`src/rtl/rx_pkg.sv`:
```
// Shared defaults, the default comma pattern and a constant clog2 for the RX word assembler.
package rx_pkg;

  localparam int MAX_IN_DEF = 2;
  localparam int WORD_W_DEF = 10;
  localparam int DEPTH_DEF  = 4;

  // LSB is the first bit on the wire.
  localparam logic [9:0] COMMA_DEF = 10'b0101111100;

  function automatic int clog2(input int value);
    int result;
    int rem;
    result = 0;
    rem    = value - 1;
    while (rem > 0) begin
      result = result + 1;
      rem    = rem >> 1;
    end
    return result;
  endfunction

endpackage

```
`src/rtl/rx_word_fifo.sv`:
```
// Word FIFO with free-running wrap-bit pointers; a write on a full FIFO lands when a pop happens in the same cycle.
module rx_word_fifo
  import rx_pkg::*;
#(
  parameter int WIDTH = WORD_W_DEF,
  parameter int DEPTH = DEPTH_DEF,
  localparam int AW   = clog2(DEPTH)
) (
  input  logic             clk,
  input  logic             aresetn,
  input  logic             wr_en,
  input  logic [WIDTH-1:0] wr_data,
  input  logic             rd_en,
  output logic [WIDTH-1:0] rd_data,
  output logic             full,
  output logic             empty
);

  logic [WIDTH-1:0] mem_q [DEPTH];
  logic [AW:0]      wr_ptr_q, wr_ptr_d;
  logic [AW:0]      rd_ptr_q, rd_ptr_d;
  logic             do_wr, do_rd;

  assign empty = (wr_ptr_q == rd_ptr_q);
  assign full  = (wr_ptr_q[AW] != rd_ptr_q[AW]) &&
                 (wr_ptr_q[AW-1:0] == rd_ptr_q[AW-1:0]);

  assign do_rd = rd_en && !empty;
  assign do_wr = wr_en && (!full || do_rd);

  assign wr_ptr_d = do_wr ? wr_ptr_q + 1'b1 : wr_ptr_q;
  assign rd_ptr_d = do_rd ? rd_ptr_q + 1'b1 : rd_ptr_q;

  assign rd_data = mem_q[rd_ptr_q[AW-1:0]];

  // NOTE: storage has no reset; the pointers alone decide which entries are valid.
  always_ff @(posedge clk) begin
    if (do_wr) begin
      mem_q[wr_ptr_q[AW-1:0]] <= wr_data;
    end
  end

  always_ff @(posedge clk or negedge aresetn) begin
    if (!aresetn) begin
      wr_ptr_q <= '0;
      rd_ptr_q <= '0;
    end else begin
      wr_ptr_q <= wr_ptr_d;
      rd_ptr_q <= rd_ptr_d;
    end
  end

endmodule

```
`src/rtl/rx_word_assembler.sv`:
```
// Packs 0..MAX_IN recovered bits per cycle into WORD_W-bit words and buffers them in a small FIFO.
// Define RX_WORD_ASSEMBLER_ALIGN_EN to enable comma search and alignment lock.
module rx_word_assembler
  import rx_pkg::*;
#(
  parameter int                MAX_IN = MAX_IN_DEF,
  parameter int                WORD_W = WORD_W_DEF,
  parameter int                DEPTH  = DEPTH_DEF,
  parameter logic [WORD_W-1:0] COMMA  = WORD_W'(COMMA_DEF),
  localparam int               CNT_W  = clog2(MAX_IN + 1)
) (
  input  logic              clk,
  input  logic              aresetn,
  input  logic [MAX_IN-1:0] in_bits,
  input  logic [CNT_W-1:0]  in_cnt,
  input  logic              realign,
  output logic [WORD_W-1:0] word_out,
  output logic              word_valid,
  input  logic              word_ready,
  output logic              align_locked,
  output logic              overflow
);

  localparam int FILL_W = clog2(WORD_W + 1);

  logic [FILL_W-1:0] fill_q, fill_d;
  logic [WORD_W-1:0] asm_q, asm_d;
  logic              ovf_q;
  logic [CNT_W-1:0]  cnt_eff;
  logic              wr_en;
  logic [WORD_W-1:0] wr_word;
  logic [WORD_W-1:0] rd_data;
  logic              fifo_full, fifo_empty;
  logic              pop;

`ifdef RX_WORD_ASSEMBLER_ALIGN_EN
  logic [WORD_W-1:0] hist_q, hist_d;
  logic [FILL_W-1:0] hcnt_q, hcnt_d;
  logic              lock_q, lock_d;
`endif

  // NOTE: blocking assignments are deliberate: each bit slot builds on the
  // fill/history left by the previous slot, and the defaults up front keep
  // every variable fully assigned so no latch is inferred.
  always_comb begin
    fill_d  = fill_q;
    asm_d   = asm_q;
    wr_en   = 1'b0;
    wr_word = '0;
`ifdef RX_WORD_ASSEMBLER_ALIGN_EN
    hist_d  = hist_q;
    hcnt_d  = hcnt_q;
    lock_d  = lock_q;
`endif
    cnt_eff = (in_cnt > CNT_W'(MAX_IN)) ? '0 : in_cnt;

    for (int i = 0; i < MAX_IN; i++) begin
      if (CNT_W'(i) < cnt_eff) begin
        asm_d[fill_d] = in_bits[i];
`ifdef RX_WORD_ASSEMBLER_ALIGN_EN
        // History holds the last WORD_W bits with the oldest in bit 0, matching COMMA's order.
        hist_d = {in_bits[i], hist_d[WORD_W-1:1]};
        if (hcnt_d != FILL_W'(WORD_W)) begin
          hcnt_d = hcnt_d + 1'b1;
        end
        if (!lock_d && (hcnt_d == FILL_W'(WORD_W)) && (hist_d == COMMA)) begin
          wr_en   = 1'b1;
          wr_word = hist_d;
          fill_d  = '0;
          lock_d  = 1'b1;
        end else
`endif
        if (fill_d == FILL_W'(WORD_W - 1)) begin
          fill_d = '0;
`ifdef RX_WORD_ASSEMBLER_ALIGN_EN
          if (lock_d) begin
            wr_en   = 1'b1;
            wr_word = asm_d;
          end
`else
          wr_en   = 1'b1;
          wr_word = asm_d;
`endif
        end else begin
          fill_d = fill_d + 1'b1;
        end
      end
    end

`ifdef RX_WORD_ASSEMBLER_ALIGN_EN
    if (realign) begin
      lock_d = 1'b0;
    end
`endif
  end

  assign pop = word_valid && word_ready;

  always_ff @(posedge clk or negedge aresetn) begin
    if (!aresetn) begin
      fill_q <= '0;
      asm_q  <= '0;
      ovf_q  <= 1'b0;
    end else begin
      fill_q <= fill_d;
      asm_q  <= asm_d;
      if (wr_en && fifo_full && !pop) begin
        ovf_q <= 1'b1;
      end
    end
  end

`ifdef RX_WORD_ASSEMBLER_ALIGN_EN
  always_ff @(posedge clk or negedge aresetn) begin
    if (!aresetn) begin
      hist_q <= '0;
      hcnt_q <= '0;
      lock_q <= 1'b0;
    end else begin
      hist_q <= hist_d;
      hcnt_q <= hcnt_d;
      lock_q <= lock_d;
    end
  end

  assign align_locked = lock_q;
`else
  // Boundary is fixed from reset, so realign has no effect.
  logic unused_realign;
  assign unused_realign = realign;
  assign align_locked   = 1'b1;
`endif

  rx_word_fifo #(
    .WIDTH (WORD_W),
    .DEPTH (DEPTH)
  ) u_fifo (
    .clk     (clk),
    .aresetn (aresetn),
    .wr_en   (wr_en),
    .wr_data (wr_word),
    .rd_en   (pop),
    .rd_data (rd_data),
    .full    (fifo_full),
    .empty   (fifo_empty)
  );

  assign word_valid = !fifo_empty;
  assign word_out   = fifo_empty ? '0 : rd_data;
  assign overflow   = ovf_q;

endmodule

```
`config.mk`:
```
export PLATFORM = sky130hd
export DESIGN_NAME = rx_word_assembler
export DESIGN_NICKNAME = d
export VERILOG_FILES = /design/src/rtl/rx_pkg.sv /design/src/rtl/rx_word_fifo.sv /design/src/rtl/rx_word_assembler.sv
export SDC_FILE = /design/constraint.sdc
export NUM_CORES = 1
export LEC_CHECK = 0
export CORE_MARGIN = 2
export CORE_UTILIZATION = 50
export CTS_CLUSTER_SIZE = 16
export DETAILED_ROUTE_END_ITERATION = 16
export PLACE_DENSITY = 0.72
export SKIP_CTS_REPAIR_TIMING = 1
export SYNTH_ARGS = -nofsm -noshare
export SYNTH_HDL_FRONTEND = slang
export SYNTH_SLANG_ARGS = --single-unit
```
`constraint.sdc`:
```
create_clock -name clk -period 2.25 [get_ports clk]
set_clock_uncertainty 0.1 [all_clocks]
set_input_delay 0.45 -clock clk [delete_from_list [all_inputs] [get_ports clk]]
set_output_delay 0.45 -clock clk [all_outputs]
set_load 0.01 [all_outputs]
```
---- After elaboration in Yosys (flattened, before gate mapping) ----
Memory sizes are Yosys's and may differ from the RTL's.
Cells that the tools add are included.
Widths: inputs -> output; s select.
cells by class
  muxes and demuxes ....................... 24
  reduce and logical (&&, ||, !) cells .... 12
  equal/unequal tests ..................... 5
  add/subtract/negate cells ............... 4
  $lt $le $gt $ge ......................... 7
operator list
  cell                 count
  $mux 10              7
  $bwmux 10            2
  $mux 4               4
  $lt 4x5->1 const B   2
  $add 4x1->4 const B  2
  $demux 1 s4          2
  $eq 4x4->1 const B   2
  $ge 4x1->1 const B   2
  $logic_and 1x1->1    8
  $mux 1               8
  $add 3x1->3 const B  2
  $lt 1x2->1 const A   2
  $eq 3x3->1           1
  $logic_not 1->1      3
  $eq 2x2->1           1
  $gt 2x2->1 const B   1
  $mux 2               1
  $logic_or 1x1->1     1
  $ne 1x1->1           1
word-level totals
  memories ................................ 1
  flip-flop bits (word level) ............. 21
  input bits .............................. 8
  output and inout port bits .............. 13
  word-level logic and storage cells ...... 58
  memory bits (writable) .................. 40
memories
  memory        depth  bits a word  read ports  clocked after memory_dff  write ports  RTL line            text
  u_fifo.mem_q  4      10           1           0                         1            rx_word_fifo.sv:19  logic [WIDTH-1:0] mem_q [DEPTH];

---- Longest topological paths before layout ----
  depth in word-level cells ............... 11
  depth in mapped cells ................... 9
  gate-level depth less buffers ........... 7

---- Cells and area by module ----
A second synthesis with hierarchy kept.
unflattened totals
  cells, all modules ...................... 231
  area, all modules ....................... 3,124.2 µm²
modules (own cells, without submodules)
  module             sequential area each (µm²)  area each (µm²)  times used  cells each
  rx_word_fifo       1,351.3                     1,868.0          1           87
  rx_word_assembler  350.3                       1,256.2          1           144

---- Worst setup path before layout ----
Ideal clock, no wire load.
  kind .................................... input to register
  start point ............................. input port in_cnt[0]
  end point ............................... memory u_fifo.mem_q[3][0] (netlist name) (enable)
  stages on the path ...................... 7
  arrival ................................. 1.821 ns
  slack ................................... -0.014 ns
  required time ........................... 1.807 ns
  path buffers ............................ 1
  library setup time ...................... 0.343 ns
  cell sequence ........................... inv_1 ha_1 buf_4 nor2b_1 a21oi_2 nor3_4 and2_1
between the ends
  cells in the longest elaborated chain, start to end .. 10
  elaborated cells between the ends (all ways) .. 12
  classes of those cells .................. order compare: 3; eq/ne: 1; mux: 7; reduce/logical: 1
RTL lines
  item                            RTL line                 text
  start, declared                 rx_word_assembler.sv:15  input logic [CNT_W-1:0] in_cnt,
  $gt 2x2->1                      rx_word_assembler.sv:55  cnt_eff = (in_cnt > CNT_W'(MAX_IN)) ? '0 : in_cnt;
  $mux 2 *                        rx_word_assembler.sv:55
  $lt 1x2->1                      rx_word_assembler.sv:58  if (CNT_W'(i) < cnt_eff) begin
  $mux 4                          rx_word_assembler.sv:58
  $eq 4x4->1                      rx_word_assembler.sv:73  if (fill_d == FILL_W'(WORD_W - 1)) begin
  $mux 1                          rx_word_assembler.sv:73
  $mux 1 *                        rx_word_assembler.sv:58
  $logic_and 1x1->1 *             rx_word_fifo.sv:29       assign do_wr = wr_en && (!full || do_rd);
  $mux 1 *                        rx_word_fifo.sv:38       if (do_wr) begin
  $mux 1 (not written as such) *  rx_word_fifo.sv:39       mem_q[wr_ptr_q[AW-1:0]] <= wr_data;
  end, declared                   rx_word_fifo.sv:19
Mark *: on every way between the ends. The rest lies on a longest branch, timed or not.

---- Worst setup path in the final report ----
  start point ............................. register u_fifo.rd_ptr_q[0]
  end point ............................... output port word_out[6]
between the ends
  cells in the longest elaborated chain, start to end .. 2
  elaborated cells between the ends (all ways) .. 3
  classes of those cells .................. eq/ne: 1; mux: 1; memory: 1
RTL lines
  item                                        RTL line                  text
  start, declared                             rx_word_fifo.sv:21        logic [AW:0] rd_ptr_q, rd_ptr_d;
  start signal, assigned                      rx_word_fifo.sv:49        rd_ptr_q <= rd_ptr_d;
  $mem_v2 4x10 or $eq 3x3->1 (tied branches)  -
  $mux 10 *                                   rx_word_assembler.sv:149  assign word_out = fifo_empty ? '0 : rd_data;
  end, declared                               rx_word_assembler.sv:17   output logic [WORD_W-1:0] word_out,
Marks and branches as above.

==> results_dict.tcl <==
set metrics [dict create \
    outcome "finished with violations" \
    failed_checks "setup timing" \
    synth_top_area_share_pct 39.57 \
    synth_nets 251 \
    hold_viol_final 0 \
    grt_pass1_wl_um 9239 \
    endpoint_kind "output port" \
    power_density_mw_per_mm2 1281 \
    crit_path_start_kind "flop" \
    synth_cells 237 \
    finalSetupTns_ns -0.3769 \
    slew_violations 0 \
    met3_length_um 220 \
    reg2reg_from "u_fifo.rd_ptr_q[0]$_DFFE_PN0P_" \
    post-place-ws_ns -0.4713 \
    min_path_type "in -> async" \
    hpwl_um 3867 \
    synth_area_per_cell_um2 12.81 \
    yosys_warnings 0 \
    min_period_ns 2.315 \
    cap_violations 0 \
    clkLatencyLatePin_ns 0.33 \
    die_area_mm2 0.006710 \
    crit_path_max_fanout 8 \
    ir_drop_mv 0.8942 \
    ys.flop_type "edfxtp_1" \
    clk_pin_slew_ns 0.06 \
    final_area_mm2 0.003831 \
    drt-met1-wl_um 2579 \
    setup_slack_ns -0.06544 \
    place_congestion 0.8529 \
    cp_data_required_time_ns 1.70 \
    grt_pass1_vias 1937 \
    first_iter_violations 67 \
    antenna_left 0 \
    synthArstFlopShare_pct 33.33 \
    drive_gt1_share_pct 32.76 \
    htreeDepth 3 \
    drt_first_pass_iters 4 \
    setup_viol 9 \
    grt_usage_pct 18.97 \
    arrival_ns 1.77 \
    yosysUniqueCellTypes 53 \
    min_period_over_period_pct 102.9 \
    synthToLayoutAreaGrowth_pct 26.22 \
    start_util_pct 51.57 \
    overflow 0 \
    antenna_cells 0 \
    cts_root_buf "clkbuf_8" \
    io-pin-count 21 \
    io_buffers 18 \
    top_layer_used "met4" \
    r2r_cells 9 \
    wirelength_um 5911 \
    cts.path.max_buffers 2 \
    drc_errors 0 \
    crit_type "reg -> out" \
    die_h_um 81.92 \
    core_region_area_mm2 0.005886 \
    cts_tree "yes" \
    viasPerCell 5.293 \
    route.met2.wl_um 3032 \
    r2r_slack_ns 0.10 \
    fillCellCount 447 \
    num_rows 28 \
    synth-seq-cells 60 \
    nets 302 \
    power.leakage_nw 1.537 \
    cts.sinks 60 \
    netlist_top_cells_area "edfxtp_1 40%, dfrtp_1 16%, mux4_2 7.4%" \
    grt_setup_unrepaired "true" \
    synth_area_leader_cell "edfxtp_1" \
    numCtsBuffers 9 \
    reg2reg_to "u_fifo.wr_ptr_q[1]$_DFFE_PN0P_" \
    synth_edf_count 40 \
    wire_per_inst_um 16.06 \
    grt_max_degree 21 \
    fmax_mhz 431.9 \
    grt_antenna_before_repair 0 \
    dpl_cell_area_mm2 0.003431 \
    die_w_um 81.92 \
    dr_total_vias 1948 \
    ys_seq_area_share_pct 56.06 \
    syn-cell-area_mm2 0.003035 \
]
registers in the layout, indices dropped and copies added, names as in the netlist:
register / cells
fill_q: 4
u_fifo.wr_ptr_q: 3
overflow: 1
u_fifo.mem_q: 40
u_fifo.rd_ptr_q: 3
asm_q: 9
layout by cell type (no fill, tap or decap), drive strengths merged, types with 3 or more instances in the layout:
master,n
edfxtp,40
buf,45
and2,12
clkdlybuf4s50,6
nand3,5
mux2,4
dfrtp,20
mux4,10
ha,6
nor3,4
nor2,12
a31oi,5
clkinv,4
o22ai,3
mux2i,6
xnor2,7
or2b,3
clkbuf,13
o21ai,10
nor2b,12
inv,7
nand2,17
a21oi,12
routing by layer:
metal | global-route usage [%] | up-vias
met5 | 0 | -
met4 | 6.667 | 0
met3 | 5.604 | 8
met2 | 30.49 | 40
met1 | 24.56 | 939
li1 | - | 961
worst max-delay path, cell delays in order, from the launching register on:
cell       delay [ns]
dfrtp_1          0.43
clkbuf_16        0.18
xnor2_2          0.12
nand2_1          0.08
nor2_1           0.06
buf_6            0.14
buf_12           0.14
nor2b_1          0.13
clkbuf_2         0.15
area by class of cell:
class | count | area [um2] | area share (%)
clock inverters | 6 | 55.05 | 1.437
clock buffers | 10 | 127.6 | 3.331
inverters | 7 | 26.28 | 0.6858
flip-flops and latches | 60 | 1702 | 44.42
well taps | 75 | 93.84 | 2.449
repair buffers | 56 | 524.3 | 13.68
multi-input cells | 154 | 1303 | 34.00
worst max-delay path by stage:
stage               slack [ns]                      endpoint                      startpoint
finish                   -0.07                   word_out[6]  u_fifo.rd_ptr_q[0]$_DFFE_PN0P_
floorplan                 0.09  u_fifo.mem_q[0][0]$_DFFE_PP_                       in_cnt[0]
global route             -0.16                   word_out[6]  u_fifo.rd_ptr_q[0]$_DFFE_PN0P_
global placement         -0.43  u_fifo.mem_q[0][0]$_DFFE_PP_                       in_cnt[0]
CTS                      -0.33                   word_out[7]  u_fifo.rd_ptr_q[0]$_DFFE_PN0P_
detailed placement       -0.47  u_fifo.mem_q[0][8]$_DFFE_PP_                       in_cnt[0]
synth_stat cells (4+ instances only):
| cell type | instances |
|---|---|
| edfxtp_1 | 40 |
| dfrtp_1 | 20 |
| nand2_1 | 17 |
| and2_1 | 12 |
| nor2b_1 | 12 |
| a21oi_1 | 11 |
| nor2_1 | 11 |
| mux4_2 | 10 |
| inv_1 | 7 |
| xnor2_1 | 7 |
| ha_1 | 6 |
| mux2i_1 | 6 |
| a31oi_1 | 5 |
| nand3_1 | 5 |
| o21ai_0 | 5 |
| o21ai_1 | 5 |
| buf_2 | 4 |
| buf_4 | 4 |
power breakdown:
| part | switching (mW) | internal (mW) | leakage [nW] |
|---|---|---|---|
| sequential | 0.143 | 1.39 | 0.615 |
| clock | 0.401 | 0.500 | 0.0911 |
| combinational | 1.12 | 1.35 | 0.831 |
| total | 1.67 | 3.24 | 1.54 |
cell families after synthesis:
family,Yosys count,synth area share [%]
buffers and inverters,23,4.369
flip-flops,60,56.06
AND/OR/NAND/NOR,80,15.66
AO/OA/AOI/OAI,39,8.120
XOR/XNOR,8,2.308
adder cells (fa/ha/maj),6,2.473
multiplexers,20,10.88
other,1,0.1235
metrics by stage:
step | cells | total power, mW | utilization [%] | hold slack (ns)
detailed placement | 342 | 3.618 | 58.29 | 0.3585
global route | 368 | 5.232 | 65.09 | 0.3714
finish | 368 | 4.909 | 65.09 | 0.3739
floorplan | 237 | 2.861 | - | 0.05441
global placement | 342 | 3.573 | 58.29 | 0.3524
CTS | 358 | 4.527 | 61.39 | 0.3574
(Power assumes the default switching activity.)
